File: src/rtl/ebs_sample_writer.sv
// EBS sample writer: captures event-based-sampling records into a small FIFO
// and streams each record as two 64-bit non-cacheable stores into a circular
// memory buffer feeding the cache subsystem's EBS store port.

package wt_cache_pkg;
  localparam int L1D_WAY_WIDTH  = 4;
  localparam int CACHE_ID_WIDTH = 2;

  typedef enum logic [1:0] {
    DCACHE_LOAD_REQ  = 2'd0,
    DCACHE_STORE_REQ = 2'd1,
    DCACHE_ATOP_REQ  = 2'd2,
    DCACHE_INT_REQ   = 2'd3
  } dcache_out_t;

  typedef struct packed {
    dcache_out_t                 rtype;
    logic [2:0]                  size;
    logic [L1D_WAY_WIDTH-1:0]    way_oh;
    logic [63:0]                 paddr;
    logic [63:0]                 data;
    logic                        nc;
    logic [CACHE_ID_WIDTH-1:0]   tid;
  } dcache_req_t;
endpackage

module ebs_sample_writer #(
  parameter int FifoDepth = 4,
  parameter int TxId      = 3,
  parameter int CntWidth  = 16
) (
  input  logic                      clk_i,
  input  logic                      rst_i,
  input  logic                      enable_i,
  input  logic                      sample_trig_i,
  input  logic [63:0]               sample_pc_i,
  input  logic [63:0]               sample_miss_pc_i,
  input  logic [63:0]               buf_base_i,
  input  logic [15:0]               buf_words_i,
  output logic                      ebs_store_req_o,
  input  logic                      ebs_store_ack_i,
  output wt_cache_pkg::dcache_req_t ebs_store_data_o,
  output logic [15:0]               wr_ptr_o,
  output logic                      wrap_o,
  output logic [CntWidth-1:0]       drop_cnt_o,
  output logic                      busy_o
);

  localparam int AddrW = $clog2(FifoDepth);

  typedef enum logic [1:0] {
    IDLE      = 2'd0,
    SEND_PC   = 2'd1,
    SEND_ADDR = 2'd2
  } state_t;

  state_t             state_q, state_d;
  logic [127:0]       fifo_mem [FifoDepth];
  logic [AddrW:0]     fifo_wr_q, fifo_rd_q;
  logic               fifo_empty, fifo_full;
  logic               push, pop, xfer, capture;
  logic [63:0]        hold_pc_q, hold_miss_q;
  logic [15:0]        ptr_q, ptr_inc;
  logic               wrap_q;
  logic [CntWidth-1:0] drop_q;
  logic [63:0]        base_aligned;

  assign fifo_empty = (fifo_wr_q == fifo_rd_q);
  assign fifo_full  = (fifo_wr_q[AddrW] != fifo_rd_q[AddrW]) &&
                      (fifo_wr_q[AddrW-1:0] == fifo_rd_q[AddrW-1:0]);

  // A pop in the same cycle frees a slot, so a full FIFO still accepts the push.
  assign capture = sample_trig_i && enable_i;
  assign push    = capture && (!fifo_full || pop);
  assign xfer    = ebs_store_req_o && ebs_store_ack_i;
  assign ptr_inc = ptr_q + 16'd1;

  assign base_aligned = buf_base_i & ~64'h7;

  // Next-state logic: pop the head on entry to SEND_PC, chain records back to back.
  always_comb begin
    state_d = state_q;
    pop     = 1'b0;
    case (state_q)
      IDLE: begin
        if (!fifo_empty) begin
          pop     = 1'b1;
          state_d = SEND_PC;
        end
      end
      SEND_PC: begin
        if (ebs_store_ack_i) state_d = SEND_ADDR;
      end
      SEND_ADDR: begin
        if (ebs_store_ack_i) begin
          if (!fifo_empty) begin
            pop     = 1'b1;
            state_d = SEND_PC;
          end else begin
            state_d = IDLE;
          end
        end
      end
      default: state_d = IDLE;
    endcase
  end

  // State register.
  always_ff @(posedge clk_i or posedge rst_i) begin
    if (rst_i) state_q <= IDLE;
    else       state_q <= state_d;
  end

  // Sample storage; contents are only meaningful between the FIFO pointers.
  always_ff @(posedge clk_i) begin
    if (push) fifo_mem[fifo_wr_q[AddrW-1:0]] <= {sample_pc_i, sample_miss_pc_i};
  end

  // FIFO pointers, holding registers for the record in flight, drop counter.
  always_ff @(posedge clk_i or posedge rst_i) begin
    if (rst_i) begin
      fifo_wr_q   <= '0;
      fifo_rd_q   <= '0;
      hold_pc_q   <= '0;
      hold_miss_q <= '0;
      drop_q      <= '0;
    end else begin
      if (push) fifo_wr_q <= fifo_wr_q + 1'b1;
      if (pop) begin
        fifo_rd_q                <= fifo_rd_q + 1'b1;
        {hold_pc_q, hold_miss_q} <= fifo_mem[fifo_rd_q[AddrW-1:0]];
      end
      if (capture && !push && (drop_q != '1)) drop_q <= drop_q + 1'b1;
    end
  end

  // Circular write pointer; wraps to zero against the current buffer size.
  always_ff @(posedge clk_i or posedge rst_i) begin
    if (rst_i) begin
      ptr_q  <= '0;
      wrap_q <= 1'b0;
    end else begin
      wrap_q <= 1'b0;
      if (xfer) begin
        if (ptr_inc == buf_words_i) begin
          ptr_q  <= '0;
          wrap_q <= 1'b1;
        end else begin
          ptr_q <= ptr_inc;
        end
      end
    end
  end

  // Store packet; all fields stay zero while nothing is being offered.
  always_comb begin
    ebs_store_data_o = '0;
    if (state_q != IDLE) begin
      ebs_store_data_o.rtype  = wt_cache_pkg::DCACHE_STORE_REQ;
      ebs_store_data_o.size   = 3'b011;
      ebs_store_data_o.way_oh = '0;
      ebs_store_data_o.paddr  = base_aligned + {45'd0, ptr_q, 3'b000};
      ebs_store_data_o.data   = (state_q == SEND_PC) ? hold_pc_q : hold_miss_q;
      ebs_store_data_o.nc     = 1'b1;
      ebs_store_data_o.tid    = wt_cache_pkg::CACHE_ID_WIDTH'(TxId);
    end
  end

  assign ebs_store_req_o = (state_q != IDLE);
  assign wr_ptr_o        = ptr_q;
  assign wrap_o          = wrap_q;
  assign drop_cnt_o      = drop_q;
  assign busy_o          = !fifo_empty || (state_q != IDLE);

endmodule

File: config.mk
export PLATFORM = sky130hd
export DESIGN_NAME = ebs_sample_writer
export DESIGN_NICKNAME = d
export VERILOG_FILES = /design/src/rtl/ebs_sample_writer.sv
export SDC_FILE = /design/constraint.sdc
export NUM_CORES = 1
export LEC_CHECK = 0
export CAP_MARGIN = 20
export CORE_ASPECT_RATIO = 1.1
export CORE_MARGIN = 1
export CORE_UTILIZATION = 40
export CTS_BUF_LIST = sky130_fd_sc_hd__clkbuf_8
export DETAILED_ROUTE_END_ITERATION = 7
export GPL_TIMING_DRIVEN = 0
export HOLD_SLACK_MARGIN = 0.05
export SLEW_MARGIN = 20
export SYNTH_ARGS = -nofsm -noshare
export SYNTH_HDL_FRONTEND = slang
export SYNTH_SLANG_ARGS = --single-unit
File: constraint.sdc
create_clock -name clk_i -period 16.8 [get_ports clk_i]
set_clock_uncertainty 0.15 [all_clocks]
set_input_delay 3.36 -clock clk_i [delete_from_list [all_inputs] [get_ports clk_i]]
set_output_delay 3.36 -clock clk_i [all_outputs]
set_load 0.005 [all_outputs]
==> summary.txt, run 1 <==
Floorplan
  • Die Ht: 283 um
  • Die width: about 260 um
  • Initial core utilization: 0.406
  • Rows: 102
  • Die ar.: 72700 um2
  • I/O Pins: 388
  • Core area: 70600 um2

Setup path
  • CP bufs+invs: 3
  • Critical Path Most Common Cell: clkdlybuf4s50_1
  • Startpoint types: primary input
  • Reg2Reg Depth: 10
  • CP Data Arrival Time: 7030 ps
  • Critical Path, Cell by Cell: clkdlybuf4s50_1 > ha_1 > fa_1 > a211oi_1 > o21ai_0 > a21oi_1 > nor3_1 > buf_2 > nor2_1 > o211ai_1 > o31ai_1 > clkdlybuf4s50_1
  • Crit path required time: 13290 ps
  • Slowest stage delay, CP: 550 ps
  • Worst path slowest cell: nor2_1
  • Crit path max fanout: 10
  • Crit path max-delay family: buffers and inverters
  • Crit path to: ebs_store_data_o[112]
  • Type of the worst setup path: in -> out
  • Reg2reg setup slack: 13320 ps
  • Critical R2R Capture: wr_ptr_o[4]
  • Reg-to-Reg Start: wr_ptr_o[1]
  • Critical path origin: buf_base_i[3]
  • Critical Path End Type: output port
  • CP Depth: 12

Global routing
  • Gr usage total: 0.202
  • Grt ovf: 0
  • Initial antenna violation count: 22
  • Pin count of the biggest net entering global routing: between 80 and 90
  • Vias in the first global route: 18000
  • First-pass GRT wire length: 110000 um

Yosys
  • Distinct cells, synth: 60
  • Seq/Total Area, Yosys: 0.685
  • Number of flops mapped to enable cells by yosys: between 500 and 600
  • Syn. warnings: 0
  • Mean Syn Cell Area: 16.3 um2
  • Yosys reg bits: around 700
  • Post-synth ARST share: 0.248
  • Mapped Cells: roughly 1800
  • Most used flip-flop cell after synthesis: edfxtp_1
  • Synthesized area: about 29000 um2

Layout
  • Layout fillers: between 5000 and 6000
  • Commonest cells after routing, fill and taps aside: 512 x edfxtp_1, 375 x clkdlybuf4s50_1, 169 x dfrtp_1
  • Layout cell share with drive strength beyond 1: 0.202
  • Layout Nets: 2494
  • Commonest non-fill, non-tap cell in the layout: edfxtp_1
  • Synth-to-Final Area Change: 26.6%
  • Finished Cell Area: 36300 um2

Timing
  • Max-slew headroom: 0.233
  • Tmin final: ~11000 ps
  • Hold Slack: 338 ps
  • Slew Viols, Final: 0
  • Final Hold Fails: 0
  • Total negative slack: 0 ps
  • Fin crit share: 0.627
  • F_max: 0.0949 GHz
  • RSZ-0062 raised after global routing: no
  • Setup violations, final: 0
  • Worst slew pin tran: 1150 ps

Clocking
  • Worst skew pair latency: 700 ps
  • H-tree depth: 3
  • Hold_buf cts: 0
  • Clock Pin Slew Worst Setup and Hold Paths: 70 ps
  • CTS Root Buffer Type: clkbuf_8
  • Longest Clk Path Bufs: 3
  • Postcts setup bufs: 0
  • Total CTS buffers: 106
  • Clock sink total: 681
  • TritonCTS clock tree: built
  • # resized after CTS: 0

Power
  • PwrDens: around 160 nW/um2
  • Sw Ratio: 0.307
  • Flop pwr share: 0.391
  • Max rail drop VDD: 0.0768 mV
  • Switching power: approximately 0.0018 W
  • Comb pwr share: 0.360
  • Internal power: 0.00406 W
  • Clock group share of total power: 0.249
  • Leak Pwr: 12.7 nW

Detailed routing
  • Via/cell ratio: around 5.2
  • Initial DRC count: 959
  • Routed Antenna Nets: 0
  • Drt first pass iters: 7
  • Post-route DRC: 0
  • Post-Route WL: 73500 um
  • Routed vias: about 17000
  • Wire length per cell: 22.3 um

Run status
  • Status: finished clean

Place
  • Port Buffers: 375
  • Placer congestion estimate: 0.903
  • Placed cell area: 34000 um2
  • HPWL after DPL: 50700 um

Flow run
  • Total of max-cap violations: 0

Worst hold path
  • Hold/Removal Path Class: reg -> reg
## cell usage after synthesis, types with 8 or more instances
| master | count | share of area |
|---|---|---|
| and3_1 | 13 | 0.0028 |
| a22o_1 | 19 | 0.0058 |
| mux4_2 | 128 | 0.10 |
| xor2_1 | 39 | 0.012 |
| buf_2 | 9 | 0.0016 |
| nor2_1 | 77 | 0.010 |
| nand2_1 | 139 | 0.018 |
| nand3_1 | 33 | 0.0058 |
| a21oi_1 | 44 | 0.0077 |
| nand4_1 | 19 | 0.0042 |
| mux2_2 | 130 | 0.051 |
| ha_1 | 23 | 0.010 |
| o2111ai_1 | 10 | 0.0031 |
| xnor2_1 | 40 | 0.012 |
| nor3_1 | 21 | 0.0037 |
| o21ai_0 | 89 | 0.016 |
| clkbuf_1 | 71 | 0.0093 |
| a211oi_1 | 8 | 0.0021 |
| dfrtp_1 | 169 | 0.15 |
| and2_1 | 11 | 0.0024 |
| or3_1 | 16 | 0.0035 |
| o211ai_1 | 10 | 0.0026 |
| edfxtp_1 | 512 | 0.54 |
| buf_4 | 17 | 0.0045 |
| buf_1 | 9 | 0.0012 |
| inv_1 | 18 | 0.0024 |
## state kept, by name, indices dropped and copies added, names as in the netlist
| name | count |
|---|---|
| fifo_mem | 512 |
| hold_miss_q | 64 |
| hold_pc_q | 64 |
| drop_cnt_o | 16 |
| wr_ptr_o | 16 |
| fifo_rd_q | 3 |
| fifo_wr_q | 3 |
| state_q | 2 |
| wrap_o | 1 |
## metrics by stage
step                total power, W  std cells   util  setup WS (ps)
floorplan                  0.00353       1761      -           7820
global placement           0.00445       3072  0.476           5260
detailed placement         0.00448       3085  0.481           6280
CTS                        0.00596       3283  0.513           6270
global route               0.00618       3288  0.514           5980
finish                     0.00586       3293  0.514           6260
## how the worst min path moves through the flow
stage / startpoint / to / cells after the start
2_1_floorplan: fifo_wr_q[2] / fifo_wr_q[2] / 1
3_3_place_gp: fifo_wr_q[2] / fifo_wr_q[2] / 1
3_5_place_dp: drop_cnt_o[14] / drop_cnt_o[14] / 1
4_1_cts: drop_cnt_o[14] / drop_cnt_o[14] / 1
5_1_grt: fifo_rd_q[2] / fifo_rd_q[2] / 1
6_report: drop_cnt_o[14] / drop_cnt_o[14] / 1
## routing by layer
metal	GRT usage	wire, um
met5	0	192
met4	0.0623	1360
met3	0.0563	5040
met1	0.240	29100
met2	0.356	37800
## final cells by class
| cell class | instances | area [um2] | share of cell area |
|---|---|---|---|
| Inverter | 19 | 78.8 | 0.00217 |
| Sequential cell | 681 | 19600 | 0.541 |
| Tap cell | 936 | 1170 | 0.0323 |
| Multi-Input combinational cell | 954 | 8520 | 0.235 |
| Clock buffer | 127 | 1750 | 0.0482 |
| Clock inverter | 71 | 532 | 0.0147 |
| Timing Repair Buffer | 388 | 4100 | 0.113 |
| Buffer | 107 | 485 | 0.0134 |
| Antenna cell | 10 | 25.0 | 0.000690 |
## worst reg2reg max path, delay by kind of cell, from the launching register on
kind                     cells  cell delay [ps]
AO/OA/AOI/OAI                1              210
flip-flops                   1              640
buffers and inverters        2              450
AND/OR/NAND/NOR              5             1510
adder cells (fa/ha/maj)      1              230
XOR/XNOR                     1              170
## power by group through the flow
| stage | Combinational (W) | Clock (W) | Sequential, W |
|---|---|---|---|
| after CTS | 0.00216 | 0.00150 | 0.00230 |
| after global placement | 0.00209 | 0 | 0.00236 |
| final | 0.00211 | 0.00146 | 0.00229 |
| after detailed placement | 0.00215 | 0 | 0.00233 |
| after global routing | 0.00228 | 0.00157 | 0.00233 |
| after floorplan | 0.00123 | 0 | 0.00229 |
## cell families (layout without fill, tap and decap cells)
group	after synthesis	in the layout	synth area share
buf+inv	126	712	0.0194
flops	681	681	0.685
fa+ha+maj	24	24	0.0107
mux	263	263	0.154
other cells	1	19	0.000131
compound gates	215	215	0.0464
xor+xnor	79	79	0.0242
simple gates	364	364	0.0610
No activity file was read; power rests on OpenSTA's default activity.
==> run 2: changes to the inputs <==
==> constraint.sdc (replaced) <==
create_clock -name clk_i -period 10.6 [get_ports clk_i]
set_clock_uncertainty 0.15 [all_clocks]
set_input_delay 2.12 -clock clk_i [delete_from_list [all_inputs] [get_ports clk_i]]
set_output_delay 2.12 -clock clk_i [all_outputs]
set_load 0.005 [all_outputs]
==> results of run 2 <==
The final DEF is identical to that of run 1. Status: finished clean.
Among the figures that moved: setup slack after placement 6280 ps -> 2560 ps; setup slack after layout 6260 ps -> 2540 ps; register-to-register setup slack 13320 ps -> 7120 ps; total power 0.00586 W -> 0.00929 W; worst IR drop on VDD 0.0768 mV -> 0.122 mV
==> run 3: changes to the inputs <==
==> constraint.sdc (replaced) <==
create_clock -name clk_i -period 6.75 [get_ports clk_i]
set_clock_uncertainty 0.15 [all_clocks]
set_input_delay 1.35 -clock clk_i [delete_from_list [all_inputs] [get_ports clk_i]]
set_output_delay 1.35 -clock clk_i [all_outputs]
set_load 0.005 [all_outputs]
==> run 3 against run 2 <==
Net effect: critical path depth decreased by 1; clock power increased by 57%; combinational power up 57%; setup slack worse by 2300 ps; wire length is essentially flat; die area unchanged; first-iteration DRC count is 0.52% lower; sequential power grew 57%; critical path type unchanged.
==> summary.txt, run 3 (synthesized netlist as in run 1, its figures left out) <==
Setup path
  • Reg2Reg Depth: 10
  • CP Data Arrival Time: 4980 ps
  • Crit path max fanout: 10
  • Critical Path End Type: output port
  • Startpoint types: primary input
  • Crit path required time: roughly 5300 ps
  • Type of the worst setup path: in -> out
  • Reg2reg setup slack: approximately 3300 ps
  • Critical R2R Capture: wr_ptr_o[4]
  • Reg-to-Reg Start: wr_ptr_o[1]

Timing
  • Total negative slack: 0 ps
  • Worst slew pin tran: 1180 ps
  • Hold Slack: 338 ps
  • RSZ-0062 raised after global routing: no
  • Fin crit share: 0.960
  • Max-slew headroom: 0.209
  • Tmin final: 6480 ps
  • F_max: 0.154 GHz
  • Final Hold Fails: 0
  • Slew Viols, Final: 0
  • Setup violations, final: 0

Layout
  • Commonest non-fill, non-tap cell in the layout: edfxtp_1
  • Layout cell share with drive strength beyond 1: 0.203
  • Max FFs per register: 512
  • Commonest cells after routing, fill and taps aside: 512 x edfxtp_1, 375 x clkdlybuf4s50_1, 169 x dfrtp_1
  • Synth-to-Final Area Change: 26.6%
  • Fin util: 0.514
  • Final Non-Filler Cells: 3293
  • Layout Nets: 2494
  • Layout fillers: 5913

Clocking
  • CTS Root Buffer Type: clkbuf_8
  • Postcts setup bufs: 0
  • Hold_buf cts: 0
  • Longest Clk Path Bufs: 3
  • H-tree depth: 3
  • TritonCTS clock tree: built
  • Clock Pin Slew Worst Setup and Hold Paths: 70 ps
  • Clock sink total: 681
  • # resized after CTS: 0
  • Total CTS buffers: 106
  • Worst skew pair latency: 700 ps

Detailed routing
  • Initial DRC count: 954
  • Drt first pass iters: 5
  • Post-Route WL: 73500 um
  • Routed Antenna Nets: 0
  • Routed vias: about 17000
  • Wire length per cell: about 22 um
  • Via/cell ratio: 5.23
  • Post-route DRC: 0

Run status
  • Status: finished clean

Power
  • Internal power: 0.0101 W
  • Switching power: ~0.0045 W
  • Overall Power: 0.0146 W
  • PwrDens: between 400 and 500 nW/um2
  • Max rail drop VDD: between 0.15 and 0.2 mV
  • Comb pwr share: 0.360
  • Leak Pwr: between 10 and 15 nW
  • Flop pwr share: 0.391
  • Clock group share of total power: 0.249
  • Sw Ratio: 0.307

Worst hold path
  • Cells on Worst Hold Path: 1
  • Hold endpoint: drop_cnt_o[14]
  • Hold/Removal Path Class: reg -> reg
  • Worst hold path startpoint: drop_cnt_o[14]

Global routing
  • Grt ovf: 0
  • Initial antenna violation count: 22
  • First-pass GRT wire length: ~110000 um
  • Gr usage total: 0.202
  • Vias in the first global route: between 15000 and 20000
  • Pin count of the biggest net entering global routing: 88

Place
  • HPWL after DPL: slightly above 50000 um
  • Placed instance count: between 3000 and 4000
  • Placer congestion estimate: between 0.9 and 1
  • Port Buffers: 375

Floorplan
  • Die Ht: 283 um
  • Die width: between 200 and 300 um
  • Die ar.: 72700 um2
  • Core area: 70600 um2
  • Initial core utilization: 0.406
  • I/O Pins: approximately 390
  • Rows: between 100 and 150

Flow run
  • Total of max-cap violations: 0
run 3: changes by cell type in the layout (fill, tap and decap cells not counted):
cell	delta
nor2_2	+1
nor2_1	-1
run 3: final cells by class:
type / instances / area [um2] / area share
multi-input combinational: 954 / 8520 / 0.235
timing repair buffer: 388 / 4100 / 0.113
clock buffer: 127 / 1750 / 0.0482
sequential: 681 / 19600 / 0.541
tap: 936 / 1170 / 0.0323
inverter: 19 / 78.8 / 0.00217
antenna: 10 / 25.0 / 0.000690
buffer: 107 / 485 / 0.0134
clock inverter: 71 / 532 / 0.0147
run 3: critical path, cell delays in order:
cell,delay (ps)
clkdlybuf4s50_1,500
ha_1,320
clkbuf_1,260
and4_1,320
nand2_1,100
nor3_1,410
buf_2,330
o211ai_1,260
or3_1,400
a21oi_1,170
clkdlybuf4s50_1,530
run 3: stage by stage:
stage / worst slack (ps) / area [um2]
after floorplan: 675 / 28700
after global placement: -2780 / 33600
after detailed placement: 254 / 34000
after CTS: 242 / 36200
after global routing: 5.80 / 36300
final: 271 / 36300
run 3: how the worst max path moves through the flow:
stage | slack (ps) | startpoint | depth (start not counted) | endpoint
6_report | 270 | buf_base_i[15] | 11 | ebs_store_data_o[104]
3_3_place_gp | -2780 | rst_i | 2 | wr_ptr_o[3]
3_5_place_dp | 250 | buf_base_i[3] | 12 | ebs_store_data_o[112]
2_1_floorplan | 670 | rst_i | 1 | drop_cnt_o[0]
5_1_grt | 6 | buf_base_i[3] | 12 | ebs_store_data_o[104]
4_1_cts | 240 | buf_base_i[3] | 12 | ebs_store_data_o[112]
run 3: metal layers:
layer / vias to the layer above / track usage / wire (um)
met2: 513 / 0.356 / 37800
met4: 30 / 0.0623 / 1330
met1: 8729 / 0.240 / 29100
met5: - / 0 / 192
li1: 7822 / - / -
met3: 130 / 0.0563 / 5040
run 3: power by group through the flow:
| stage | clock, W | sequential [W] | combinational [W] |
|---|---|---|---|
| 2_1_floorplan | 0 | 0.00571 | 0.00307 |
| 3_3_place_gp | 0 | 0.00586 | 0.00521 |
| 3_5_place_dp | 0 | 0.00579 | 0.00535 |
| 4_1_cts | 0.00374 | 0.00571 | 0.00537 |
| 5_1_grt | 0.00391 | 0.00579 | 0.00567 |
| 6_report | 0.00363 | 0.00571 | 0.00524 |
